==> config.mk <==
export PLATFORM = sky130hd
export DESIGN_NAME = axi4_lite_arbiter_flat
export DESIGN_NICKNAME = d
export VERILOG_FILES = /design/src/rtl/axi4_lite_arbiter_pkg.sv /design/src/rtl/axi4_lite_arbiter_if.sv /design/src/rtl/axi4_lite_arbiter_rr_arbiter.sv /design/src/rtl/axi4_lite_arbiter.sv /design/src/flat_wrapper.sv
export SDC_FILE = /design/constraint.sdc
export NUM_CORES = 1
export LEC_CHECK = 0
export BUFFER_PORTS_ARGS = -buffer_cell sky130_fd_sc_hd__buf_2
export CORE_AREA = 4 4 148 150
export CTS_BUF_LIST = sky130_fd_sc_hd__clkbuf_2 sky130_fd_sc_hd__clkbuf_4 sky130_fd_sc_hd__clkbuf_8
export CTS_CLUSTER_DIAMETER = 30
export DETAILED_ROUTE_END_ITERATION = 10
export DIE_AREA = 0 0 152 154
export GPL_ROUTABILITY_DRIVEN = 0
export PLACE_DENSITY = 0.51
export SKIP_CTS_REPAIR_TIMING = 1
export SLEW_MARGIN = 20
export SYNTH_ARGS = -nofsm -noshare
export SYNTH_HDL_FRONTEND = slang
export SYNTH_HIERARCHICAL = 1
export SYNTH_SLANG_ARGS = --single-unit
==> constraint.sdc <==
create_clock -name aclk -period 1.7 [get_ports aclk]
set_clock_uncertainty 0.2 [all_clocks]
set_input_delay 0.085 -clock aclk [delete_from_list [all_inputs] [get_ports aclk]]
set_output_delay 0.085 -clock aclk [all_outputs]
set_load 0.02 [all_outputs]
==> src/rtl/axi4_lite_arbiter_pkg.sv <==
// Shared types and constants for the AXI4-lite requester arbiter.
// Combinational only; no latency or backpressure of its own.
package axi4_lite_pkg;

  localparam int AXI_RESP_W = 3;

  localparam logic [AXI_RESP_W-1:0] RESP_OKAY   = 3'd0;
  localparam logic [AXI_RESP_W-1:0] RESP_SLVERR = 3'd2;

  typedef enum logic [2:0] {
    IDLE,
    RD_ADDR,
    RD_DATA,
    WR_XFER,
    WR_RESP
  } arb_state_e;

endpackage

==> src/rtl/axi4_lite_arbiter_if.sv <==
// Upstream multi-requester bundle and single downstream AXI4-lite port.
// Pure wiring; handshakes are plain valid/ready with no added latency.
interface axi4_lite_up_if #(
  parameter int NUM_REQ    = 2,
  parameter int ADDR_WIDTH = 32,
  parameter int DATA_WIDTH = 32
) ();
  import axi4_lite_pkg::*;

  logic [NUM_REQ-1:0]                 arvalid, arready;
  logic [NUM_REQ-1:0][ADDR_WIDTH-1:0] araddr;
  logic [NUM_REQ-1:0]                 rvalid, rready;
  logic [DATA_WIDTH-1:0]              rdata;
  logic [NUM_REQ-1:0]                 awvalid, awready;
  logic [NUM_REQ-1:0][ADDR_WIDTH-1:0] awaddr;
  logic [NUM_REQ-1:0]                 wvalid, wready;
  logic [NUM_REQ-1:0][DATA_WIDTH-1:0] wdata;
  logic [NUM_REQ-1:0]                 bvalid, bready;
  logic [AXI_RESP_W-1:0]              bresp;

  modport master (
    output arvalid, araddr, rready, awvalid, awaddr, wvalid, wdata, bready,
    input  arready, rvalid, rdata, awready, wready, bvalid, bresp
  );

  modport slave (
    input  arvalid, araddr, rready, awvalid, awaddr, wvalid, wdata, bready,
    output arready, rvalid, rdata, awready, wready, bvalid, bresp
  );
endinterface

interface axi4_lite_dn_if #(
  parameter int ADDR_WIDTH = 32,
  parameter int DATA_WIDTH = 32
) ();
  import axi4_lite_pkg::*;

  logic                  arvalid, arready;
  logic [ADDR_WIDTH-1:0] araddr;
  logic                  rvalid, rready;
  logic [DATA_WIDTH-1:0] rdata;
  logic                  awvalid, awready;
  logic [ADDR_WIDTH-1:0] awaddr;
  logic                  wvalid, wready;
  logic [DATA_WIDTH-1:0] wdata;
  logic                  bvalid, bready;
  logic [AXI_RESP_W-1:0] bresp;

  modport master (
    output arvalid, araddr, rready, awvalid, awaddr, wvalid, wdata, bready,
    input  arready, rvalid, rdata, awready, wready, bvalid, bresp
  );

  modport slave (
    input  arvalid, araddr, rready, awvalid, awaddr, wvalid, wdata, bready,
    output arready, rvalid, rdata, awready, wready, bvalid, bresp
  );
endinterface

==> src/rtl/axi4_lite_arbiter_rr_arbiter.sv <==
// Round-robin pick: first set req bit at or after ptr, wrapping at N-1.
// Purely combinational, zero latency; no backpressure of its own.
module rr_arbiter #(
  parameter int N  = 2,
  parameter int IW = $clog2(N)
) (
  input  logic [N-1:0]  req,
  input  logic [IW-1:0] ptr,
  output logic [N-1:0]  gnt_oh,
  output logic [IW-1:0] gnt_idx,
  output logic          gnt_vld
);

  // One spare bit so ptr+k never overflows before the explicit wrap.
  localparam int CW = IW + 1;

  logic [CW-1:0] cand;

  always_comb begin
    gnt_oh  = '0;
    gnt_idx = '0;
    gnt_vld = 1'b0;
    cand    = '0;
    for (int k = 0; k < N; k++) begin
      cand = {1'b0, ptr} + CW'(k);
      if (cand >= CW'(N)) cand = cand - CW'(N);
      if (!gnt_vld && req[cand[IW-1:0]]) begin
        gnt_vld                = 1'b1;
        gnt_idx                = cand[IW-1:0];
        gnt_oh[cand[IW-1:0]]   = 1'b1;
      end
    end
  end

endmodule

==> src/rtl/axi4_lite_arbiter.sv <==
// Serialises NUM_REQ AXI4-lite requesters onto one subordinate, one transaction at a time.
// One arbitration bubble then combinational pass-through; backpressure flows straight through.
module axi4_lite_arbiter
  import axi4_lite_pkg::*;
#(
  parameter int NUM_REQ    = 2,
  parameter int ADDR_WIDTH = 32,
  parameter int DATA_WIDTH = 32
) (
  input  logic           aclk,
  input  logic           areset,
  axi4_lite_up_if.slave  up,
  axi4_lite_dn_if.master dn
);

  localparam int IW = $clog2(NUM_REQ);
  localparam logic [IW-1:0] LAST = IW'(NUM_REQ - 1);

  arb_state_e            state_q, state_d;
  logic [IW-1:0]         grant_q, grant_d;
  logic [IW-1:0]         ptr_q, ptr_d, ptr_next;
  logic [NUM_REQ-1:0]    rw_last_q, rw_last_d;
  logic                  aw_done_q, aw_done_d;
  logic                  w_done_q, w_done_d;

  logic [NUM_REQ-1:0]    req, gnt_oh;
  logic [IW-1:0]         gnt_idx;
  logic                  gnt_vld;
  logic                  pick_wr;
  logic                  aw_hs, w_hs;
  logic [ADDR_WIDTH-1:0] araddr_sel, awaddr_sel;
  logic [DATA_WIDTH-1:0] wdata_sel;

  assign req = up.arvalid | up.awvalid;

  rr_arbiter #(.N(NUM_REQ), .IW(IW)) u_rr (
    .req     (req),
    .ptr     (ptr_q),
    .gnt_oh  (gnt_oh),
    .gnt_idx (gnt_idx),
    .gnt_vld (gnt_vld)
  );

  // rw_last bit set means the previous grant to that requester was a write.
  assign pick_wr = (|(gnt_oh & up.awvalid)) &
                   (~(|(gnt_oh & up.arvalid)) | ~(|(gnt_oh & rw_last_q)));

  assign ptr_next   = (grant_q == LAST) ? '0 : grant_q + IW'(1);
  assign araddr_sel = up.araddr[grant_q];
  assign awaddr_sel = up.awaddr[grant_q];
  assign wdata_sel  = up.wdata[grant_q];

  always_ff @(posedge aclk or posedge areset) begin
    if (areset) begin
      state_q   <= IDLE;
      grant_q   <= '0;
      ptr_q     <= '0;
      rw_last_q <= '0;
      aw_done_q <= 1'b0;
      w_done_q  <= 1'b0;
    end else begin
      state_q   <= state_d;
      grant_q   <= grant_d;
      ptr_q     <= ptr_d;
      rw_last_q <= rw_last_d;
      aw_done_q <= aw_done_d;
      w_done_q  <= w_done_d;
    end
  end

  always_comb begin
    state_d    = state_q;
    grant_d    = grant_q;
    ptr_d      = ptr_q;
    rw_last_d  = rw_last_q;
    aw_done_d  = aw_done_q;
    w_done_d   = w_done_q;
    aw_hs      = 1'b0;
    w_hs       = 1'b0;

    up.arready = '0;
    up.rvalid  = '0;
    up.rdata   = '0;
    up.awready = '0;
    up.wready  = '0;
    up.bvalid  = '0;
    up.bresp   = '0;
    dn.arvalid = 1'b0;
    dn.araddr  = '0;
    dn.rready  = 1'b0;
    dn.awvalid = 1'b0;
    dn.awaddr  = '0;
    dn.wvalid  = 1'b0;
    dn.wdata   = '0;
    dn.bready  = 1'b0;

    case (state_q)
      IDLE: begin
        if (gnt_vld) begin
          grant_d            = gnt_idx;
          rw_last_d[gnt_idx] = pick_wr;
          state_d            = pick_wr ? WR_XFER : RD_ADDR;
        end
      end
      RD_ADDR: begin
        dn.arvalid          = up.arvalid[grant_q];
        dn.araddr           = araddr_sel;
        up.arready[grant_q] = dn.arready;
        if (up.arvalid[grant_q] && dn.arready) state_d = RD_DATA;
      end
      RD_DATA: begin
        up.rvalid[grant_q] = dn.rvalid;
        up.rdata           = dn.rdata;
        dn.rready          = up.rready[grant_q];
        if (dn.rvalid && up.rready[grant_q]) begin
          state_d = IDLE;
          ptr_d   = ptr_next;
        end
      end
      WR_XFER: begin
        // Each channel goes quiet once its own handshake has completed.
        dn.awvalid          = up.awvalid[grant_q] & ~aw_done_q;
        dn.awaddr           = awaddr_sel;
        up.awready[grant_q] = dn.awready & ~aw_done_q;
        dn.wvalid           = up.wvalid[grant_q] & ~w_done_q;
        dn.wdata            = wdata_sel;
        up.wready[grant_q]  = dn.wready & ~w_done_q;
        aw_hs = up.awvalid[grant_q] & ~aw_done_q & dn.awready;
        w_hs  = up.wvalid[grant_q] & ~w_done_q & dn.wready;
        if ((aw_done_q | aw_hs) && (w_done_q | w_hs)) begin
          state_d   = WR_RESP;
          aw_done_d = 1'b0;
          w_done_d  = 1'b0;
        end else begin
          aw_done_d = aw_done_q | aw_hs;
          w_done_d  = w_done_q | w_hs;
        end
      end
      WR_RESP: begin
        up.bvalid[grant_q] = dn.bvalid;
        up.bresp           = dn.bresp;
        dn.bready          = up.bready[grant_q];
        if (dn.bvalid && up.bready[grant_q]) begin
          state_d = IDLE;
          ptr_d   = ptr_next;
        end
      end
      default: state_d = IDLE;
    endcase
  end

endmodule

==> src/flat_wrapper.sv <==
// flat-port wrapper written by rule: the top's interface ports become plain ports
module axi4_lite_arbiter_flat import axi4_lite_pkg::*;
#(
  parameter int NUM_REQ    = 2,
  parameter int ADDR_WIDTH = 32,
  parameter int DATA_WIDTH = 32
)
  (aclk, areset, up_arvalid, up_araddr, up_rready, up_awvalid, up_awaddr, up_wvalid, up_wdata, up_bready, up_arready, up_rvalid, up_rdata, up_awready, up_wready, up_bvalid, up_bresp, dn_arvalid, dn_araddr, dn_rready, dn_awvalid, dn_awaddr, dn_wvalid, dn_wdata, dn_bready, dn_arready, dn_rvalid, dn_rdata, dn_awready, dn_wready, dn_bvalid, dn_bresp);
  axi4_lite_up_if #(.NUM_REQ(NUM_REQ), .ADDR_WIDTH(ADDR_WIDTH), .DATA_WIDTH(DATA_WIDTH)) up_i ();
  axi4_lite_dn_if #(.ADDR_WIDTH(ADDR_WIDTH), .DATA_WIDTH(DATA_WIDTH)) dn_i ();
  input  logic aclk;
  input  logic areset;
  input wire logic [$bits(up_i.arvalid)-1:0] up_arvalid;
  input wire logic [$bits(up_i.araddr)-1:0] up_araddr;
  input wire logic [$bits(up_i.rready)-1:0] up_rready;
  input wire logic [$bits(up_i.awvalid)-1:0] up_awvalid;
  input wire logic [$bits(up_i.awaddr)-1:0] up_awaddr;
  input wire logic [$bits(up_i.wvalid)-1:0] up_wvalid;
  input wire logic [$bits(up_i.wdata)-1:0] up_wdata;
  input wire logic [$bits(up_i.bready)-1:0] up_bready;
  output wire logic [$bits(up_i.arready)-1:0] up_arready;
  output wire logic [$bits(up_i.rvalid)-1:0] up_rvalid;
  output wire logic [$bits(up_i.rdata)-1:0] up_rdata;
  output wire logic [$bits(up_i.awready)-1:0] up_awready;
  output wire logic [$bits(up_i.wready)-1:0] up_wready;
  output wire logic [$bits(up_i.bvalid)-1:0] up_bvalid;
  output wire logic [$bits(up_i.bresp)-1:0] up_bresp;
  output wire logic [$bits(dn_i.arvalid)-1:0] dn_arvalid;
  output wire logic [$bits(dn_i.araddr)-1:0] dn_araddr;
  output wire logic [$bits(dn_i.rready)-1:0] dn_rready;
  output wire logic [$bits(dn_i.awvalid)-1:0] dn_awvalid;
  output wire logic [$bits(dn_i.awaddr)-1:0] dn_awaddr;
  output wire logic [$bits(dn_i.wvalid)-1:0] dn_wvalid;
  output wire logic [$bits(dn_i.wdata)-1:0] dn_wdata;
  output wire logic [$bits(dn_i.bready)-1:0] dn_bready;
  input wire logic [$bits(dn_i.arready)-1:0] dn_arready;
  input wire logic [$bits(dn_i.rvalid)-1:0] dn_rvalid;
  input wire logic [$bits(dn_i.rdata)-1:0] dn_rdata;
  input wire logic [$bits(dn_i.awready)-1:0] dn_awready;
  input wire logic [$bits(dn_i.wready)-1:0] dn_wready;
  input wire logic [$bits(dn_i.bvalid)-1:0] dn_bvalid;
  input wire logic [$bits(dn_i.bresp)-1:0] dn_bresp;
  assign up_i.arvalid = up_arvalid;
  assign up_i.araddr = up_araddr;
  assign up_i.rready = up_rready;
  assign up_i.awvalid = up_awvalid;
  assign up_i.awaddr = up_awaddr;
  assign up_i.wvalid = up_wvalid;
  assign up_i.wdata = up_wdata;
  assign up_i.bready = up_bready;
  assign up_arready = up_i.arready;
  assign up_rvalid = up_i.rvalid;
  assign up_rdata = up_i.rdata;
  assign up_awready = up_i.awready;
  assign up_wready = up_i.wready;
  assign up_bvalid = up_i.bvalid;
  assign up_bresp = up_i.bresp;
  assign dn_arvalid = dn_i.arvalid;
  assign dn_araddr = dn_i.araddr;
  assign dn_rready = dn_i.rready;
  assign dn_awvalid = dn_i.awvalid;
  assign dn_awaddr = dn_i.awaddr;
  assign dn_wvalid = dn_i.wvalid;
  assign dn_wdata = dn_i.wdata;
  assign dn_bready = dn_i.bready;
  assign dn_i.arready = dn_arready;
  assign dn_i.rvalid = dn_rvalid;
  assign dn_i.rdata = dn_rdata;
  assign dn_i.awready = dn_awready;
  assign dn_i.wready = dn_wready;
  assign dn_i.bvalid = dn_bvalid;
  assign dn_i.bresp = dn_bresp;
  axi4_lite_arbiter #(.NUM_REQ(NUM_REQ), .ADDR_WIDTH(ADDR_WIDTH), .DATA_WIDTH(DATA_WIDTH)) u_core (.aclk(aclk), .areset(areset), .up(up_i), .dn(dn_i));
endmodule
# Yosys cells after proc, flatten, opt, wreduce, memory -nomap -nowiden
# Cells that the tools add are included.
[word_totals]
reg_bits = 9
latchBits = 0
ramBits = 0
mem_bits_ro = 0
in_bits = 244
out_inout_bits = 146
word_cells = 136
mem_count = 0
[classes]
addsub = 4
multipliers = 0
div = 0
n_lt_le_gt_ge = 10
n_eq_ne = 9
shift = 0
n_mux = 65
bitwise_logic = 24
reduce_logical = 18
[op_table]
columns = ["operator", "count"]
rows = [
  ["$mux 32", 10],
  ["$mux 1", 34],
  ["$mux 3", 6],
  ["$and 2x2->2", 8],
  ["$mux 2", 8],
  ["$pmux 3 s5", 1],
  ["$ne 2x1->1 const B", 5],
  ["$logic_and 1x1->1", 9],
  ["$lt 1x2->1 const B", 4],
  ["$and 1x1->1", 7],
  ["$eq 3x2->1 const B", 2],
  ["$reduce_or 2->1", 3],
  ["$reduce_and 5->1", 1],
  ["$demux 1 s1", 4],
  ["$ge 1x1->1 const B", 4],
  ["$not 1->1", 4],
  ["$or 2x2->2", 2],
  ["$eq 3x1->1 const B", 1],
  ["$eq 3x3->1 const B", 1],
  ["$logic_not 3->1", 1],
  ["$or 1x1->1", 3],
  ["$reduce_and 3->1", 1],
  ["$add 1x1->2 const B", 1],
  ["$bwmux 2", 1],
  ["8 further kinds", 9],
]

# Depth between registers and ports, before layout
[depth]
word_depth = 17
ltp_mapped = 6
ltp_nobuf = 6

# Hierarchy
# The synthesis kept the hierarchy.
[modules_own_cells]
columns = ["mod", "instances", "cells_each", "area_each_um2", "seq_area_each_um2"]
rows = [
  ["axi4_lite_arbiter", 1, 349, 2506.2, 225.2],
  ["rr_arbiter", 1, 5, 32.5, 0.0],
]

# Least setup slack after synthesis
# Ideal clock, no wire load.
[synth_path]
path_kind = "register to output"
from = "reg u_core.grant_q"
to = "out up_arready[0]"
t_arrival_ps = 1435
required_time_ps = 1415
setup_slack_ps = -20
path_stages_with_launch = 6
n_path_buf = 4
path_cell_list = "dfrtp_1 > buf_6 > buf_6 > buf_6 > buf_2 > nor3b_1"
[synth_between]
elab_chain_len = 6
elab_cells_between_ends = 7
classes_between = "order compare (2); mux (3); bitwise (1); reduce/logical (1)"
[synth_rtl]
columns = ["item", "line_no", "text"]
rows = [
  ["from (decl)", "axi4_lite_arbiter.sv:20", "logic [IW-1:0] grant_q, grant_d;"],
  ["from (signal assigned)", "axi4_lite_arbiter.sv:63", "grant_q <= grant_d;"],
  ["$lt 1x2->1 (implied by the code) / $ge 1x1->1 (equally long branches)", "axi4_lite_arbiter.sv:108", "up.arready[grant_q] = dn.arready;"],
  ["$logic_and 1x1->1 (implied by the code)", "axi4_lite_arbiter.sv:108", ""],
  ["$mux 1 (implied by the code)", "axi4_lite_arbiter.sv:108", ""],
  ["$demux 1 s1 (*)", "-", ""],
  ["$and 2x2->2 (no line) (*)", "-", ""],
  ["$mux 2 (*)", "axi4_lite_arbiter.sv:97", "case (state_q)"],
  ["to (decl)", "flat_wrapper.sv:21", "output wire logic [$bits(up_i.arready)-1:0] up_arready;"],
]
# Mark *: on every way between the ends. The rest lies on a longest branch, timed or not.

# Worst setup path after layout
[layout_path]
from = "reg u_core.grant_q"
to = "out dn_araddr[21]"
[layout_between]
elab_chain_len = 3
[layout_rtl]
columns = ["item", "line_no", "text"]
rows = [
  ["$mux 32 (implied by the code) (2 in a row)", "axi4_lite_arbiter.sv:49", "assign araddr_sel = up.araddr[grant_q];"],
  ["$mux 32", "axi4_lite_arbiter.sv:97", ""],
  ["to (decl)", "flat_wrapper.sv:29", "output wire logic [$bits(dn_i.araddr)-1:0] dn_araddr;"],
]
# No other way between the ends. The select of a mux whose other input is x is not followed.

==> summary.md <==
| Metric | Value |
|---|---|
| Layout cells sized above 1 | 0.814 |
| Layout Cells excl Fill | ~1100 |
| Detail Route Antenna Nets | 0 |
| Maximum Capacitance Violations | 0 |
| Gr usage total | 0.109 |
| Fin crit share | 1.13 |
| Ys flop type | dfrtp_1 |
| Worst-path fanout max | 18 |
| Number of global-route vias before repair | 3946 |
| Worst Tran Pin Value | ~410 ps |
| Worst r2r src | u_core/state_q[0] |
| CTS Buf Count | 3 |
| Detailed Route WL | slightly below 20 mm |
| Max Freq | between 500 and 600 MHz |
| Crit path largest cell delay | approximately 530 ps |
| Leakage | between 3 and 4 nW |
| Post-Synthesis Cell Area | roughly 2500 um^2 |
| Total power | 12.6 mW |
| Die area | around 23000 um^2 |
| Reg-to-reg slack, setup | -40 ps |
| Cells after DPL | a little over 1000 |
| CP cell instances | buf_12 -> buf_12 -> mux2i_1 -> nor2_1 -> buf_4 |
| Sequential share of the synthesized area | 0.0887 |
| Largest net degree at the start of global routing | 60 |
| Starting Density | 0.123 |
| Worst setup startpoint | u_core/grant_q |
| DR DRC count | 0 |
| Latest clock arrival within the worst-skew pair | ~240 ps |
| Power per cell area | roughly 1700 nW/um^2 |
| Setup CP Type | reg2out |
| Maximum VDD drop | 0.517 mV |
| Chip Height | between 150 and 200 um |
| Yosys Warn Count | 6 |
| Via count | around 4500 |
| Worst setup SP type | register |
| Most used cell, CP | buf_12 |
| Initial drt markers | 183 |
| Final setup viols | approximately 150 |
| Layout area overhead | 192% |
| Hold crit path type | in2reg |
| I/O Buffers | 389 |
| Number of enable flip-flop cells after synthesis | 0 |
| Final core utilization | 0.358 |
| Core area | between 20000 and 25000 um^2 |
| Die X | 152 um |
| Antenna diode count | 0 |
| First-pass GRT wire length | between 20 and 25 mm |
| GRT overflow | 0 |
| Slowest stage cell on the critical path | dfrtp_4 |
| Reg2reg path depth | 7 |
| M1 GR Usage | 0.141 |
| CTS root buffer | clkbuf_8 |
| M2 GR Usage | 0.192 |
| Clk pin slew, worst setup/hold paths | 50 ps |
| Status | finished with violations |
| Tmin final | approximately 1900 ps |
| Distinct cell type count after synthesis | roughly 40 |
| Clk sinks | 9 |
| Failing checks | setup timing |
| Nets | approximately 1100 |
| Crit path arrival time | about 1600 ps |
| Rows | 53 |
| Syn_nets | 598 |
| CTS tree | built |
| Antenna violations before repair | 1 |
| Hold_ws | around 29 ps |
| FFs w/ async S/R, synth | 1.00 |
| Post-Syn Instances | around 350 |
| Syn_area_per_cell | a little over 7 um^2 |
| Most frequent cells in the layout | 252 x buf_2, 108 x buf_6, 84 x buf_4, 55 x mux2i_1, 45 x nor2_4 |
| DP HPWL | between 10 and 15 mm |
| Relative slew slack | 0.725 |
| #FFs+latches synth | 9 |
| M3 GR Usage | 0.0214 |
| R2R Path End | u_core/w_done_q |
| RSZ-0062 raised after global routing | true |
| Wire per inst | approximately 18 um |
| Total negative slack | -16480 ps |
| I/O pins | between 300 and 400 |
| Max-slew violation count | 0 |
| Final number of hold-violating endpoints | 0 |
| H-tree depth | 1 |
| CP Data Required Time | roughly 1400 ps |
| DR vias/cell | about 4.1 |
| Worst setup path end | dn_araddr[21] |
| Final WS setup | -222 ps |
| GR peak layer | met2 |
| Clk buf depth | 2 |
| Most common cell after layout, fill and taps aside | buf_2 |
| Pre-antenna DRT Iters | 4 |
| CP Capture Type | primary output |
critical path, delay by kind of cell, from the launching register on:
kind | cells | cell delay [ps]
simple gates | 1 | 230
mux | 1 | 120
flops | 1 | 530
buf+inv | 3 | 500
per-stage QoR:
step,setup slack [ps],area (um^2)
after global placement,-143,5080
after global routing,-263,7410
final,-222,7410
after detailed placement,-188,5080
after CTS,-284,5130
after floorplan,47.6,2550
cell usage after synthesis (3+ instances only):
cell type  number  area share
o21ai_0         3      0.0059
buf_4          11       0.033
nand2_1        12       0.018
buf_2          11       0.022
mux2_2          3       0.013
nand3_1         3      0.0059
and2_1         38       0.094
dfrtp_1         9       0.089
buf_6           4       0.018
and3_1          6       0.015
mux2i_1        98        0.39
a21boi_0        3      0.0089
nor2_1        107        0.16
inv_1           8       0.012
registers in the layout (all words and copies together), names as in the netlist:
name / flops
u_core/grant_q: 1
u_core/rw_last_q: 2
u_core/w_done_q: 1
u_core/state_q: 3
u_core/aw_done_q: 1
u_core/ptr_q: 1
metal layers:
layer	routed length [um]	vias to the layer above	share of wire
li1	-	2113	-
met3	965	26	0.050
met2	10300	198	0.53
met5	13	-	0.00067
met1	7640	2118	0.40
met4	398	2	0.021
how the worst min path moves through the flow:
stage                  endpoint  depth (start not counted)          from  slack (ps)
6_report           u_core/ptr_q                          4  up_rready[0]          30
5_1_grt            u_core/ptr_q                          4  up_rready[0]          30
3_5_place_dp       u_core/ptr_q                          2        areset        -100
2_1_floorplan  u_core/aw_done_q                          1        areset        -290
3_3_place_gp       u_core/ptr_q                          2        areset        -110
4_1_cts            u_core/ptr_q                          2        areset        -360
area by class of cell:
| class | instances | area (um^2) |
|---|---|---|
| clock buffer | 4 | 48.8 |
| fill | 2100 | 13300 |
| inverter | 8 | 37.5 |
| multi-input combinational | 308 | 2960 |
| sequential | 9 | 230 |
| tap | 275 | 344 |
| timing repair buffer | 476 | 3800 |
logic make-up (layout without fill, tap and decap cells):
group / count (synthesis) / in the layout / share of synthesized area
AO/OA/AOI/OAI: 22 / 22 / 0.0695
flip-flops: 9 / 9 / 0.0887
multiplexers: 103 / 103 / 0.412
AND/OR/NAND/NOR: 183 / 183 / 0.341
buffers and inverters: 37 / 488 / 0.0892
power breakdown:
group	switching, mW	leakage (nW)	internal (mW)	total, mW
Clock	0.0966	0.0262	0.181	0.277
Sequential	0.145	0.108	0.327	0.472
Combinational	5.68	3.51	6.20	11.9
(Power assumes the default switching activity.)
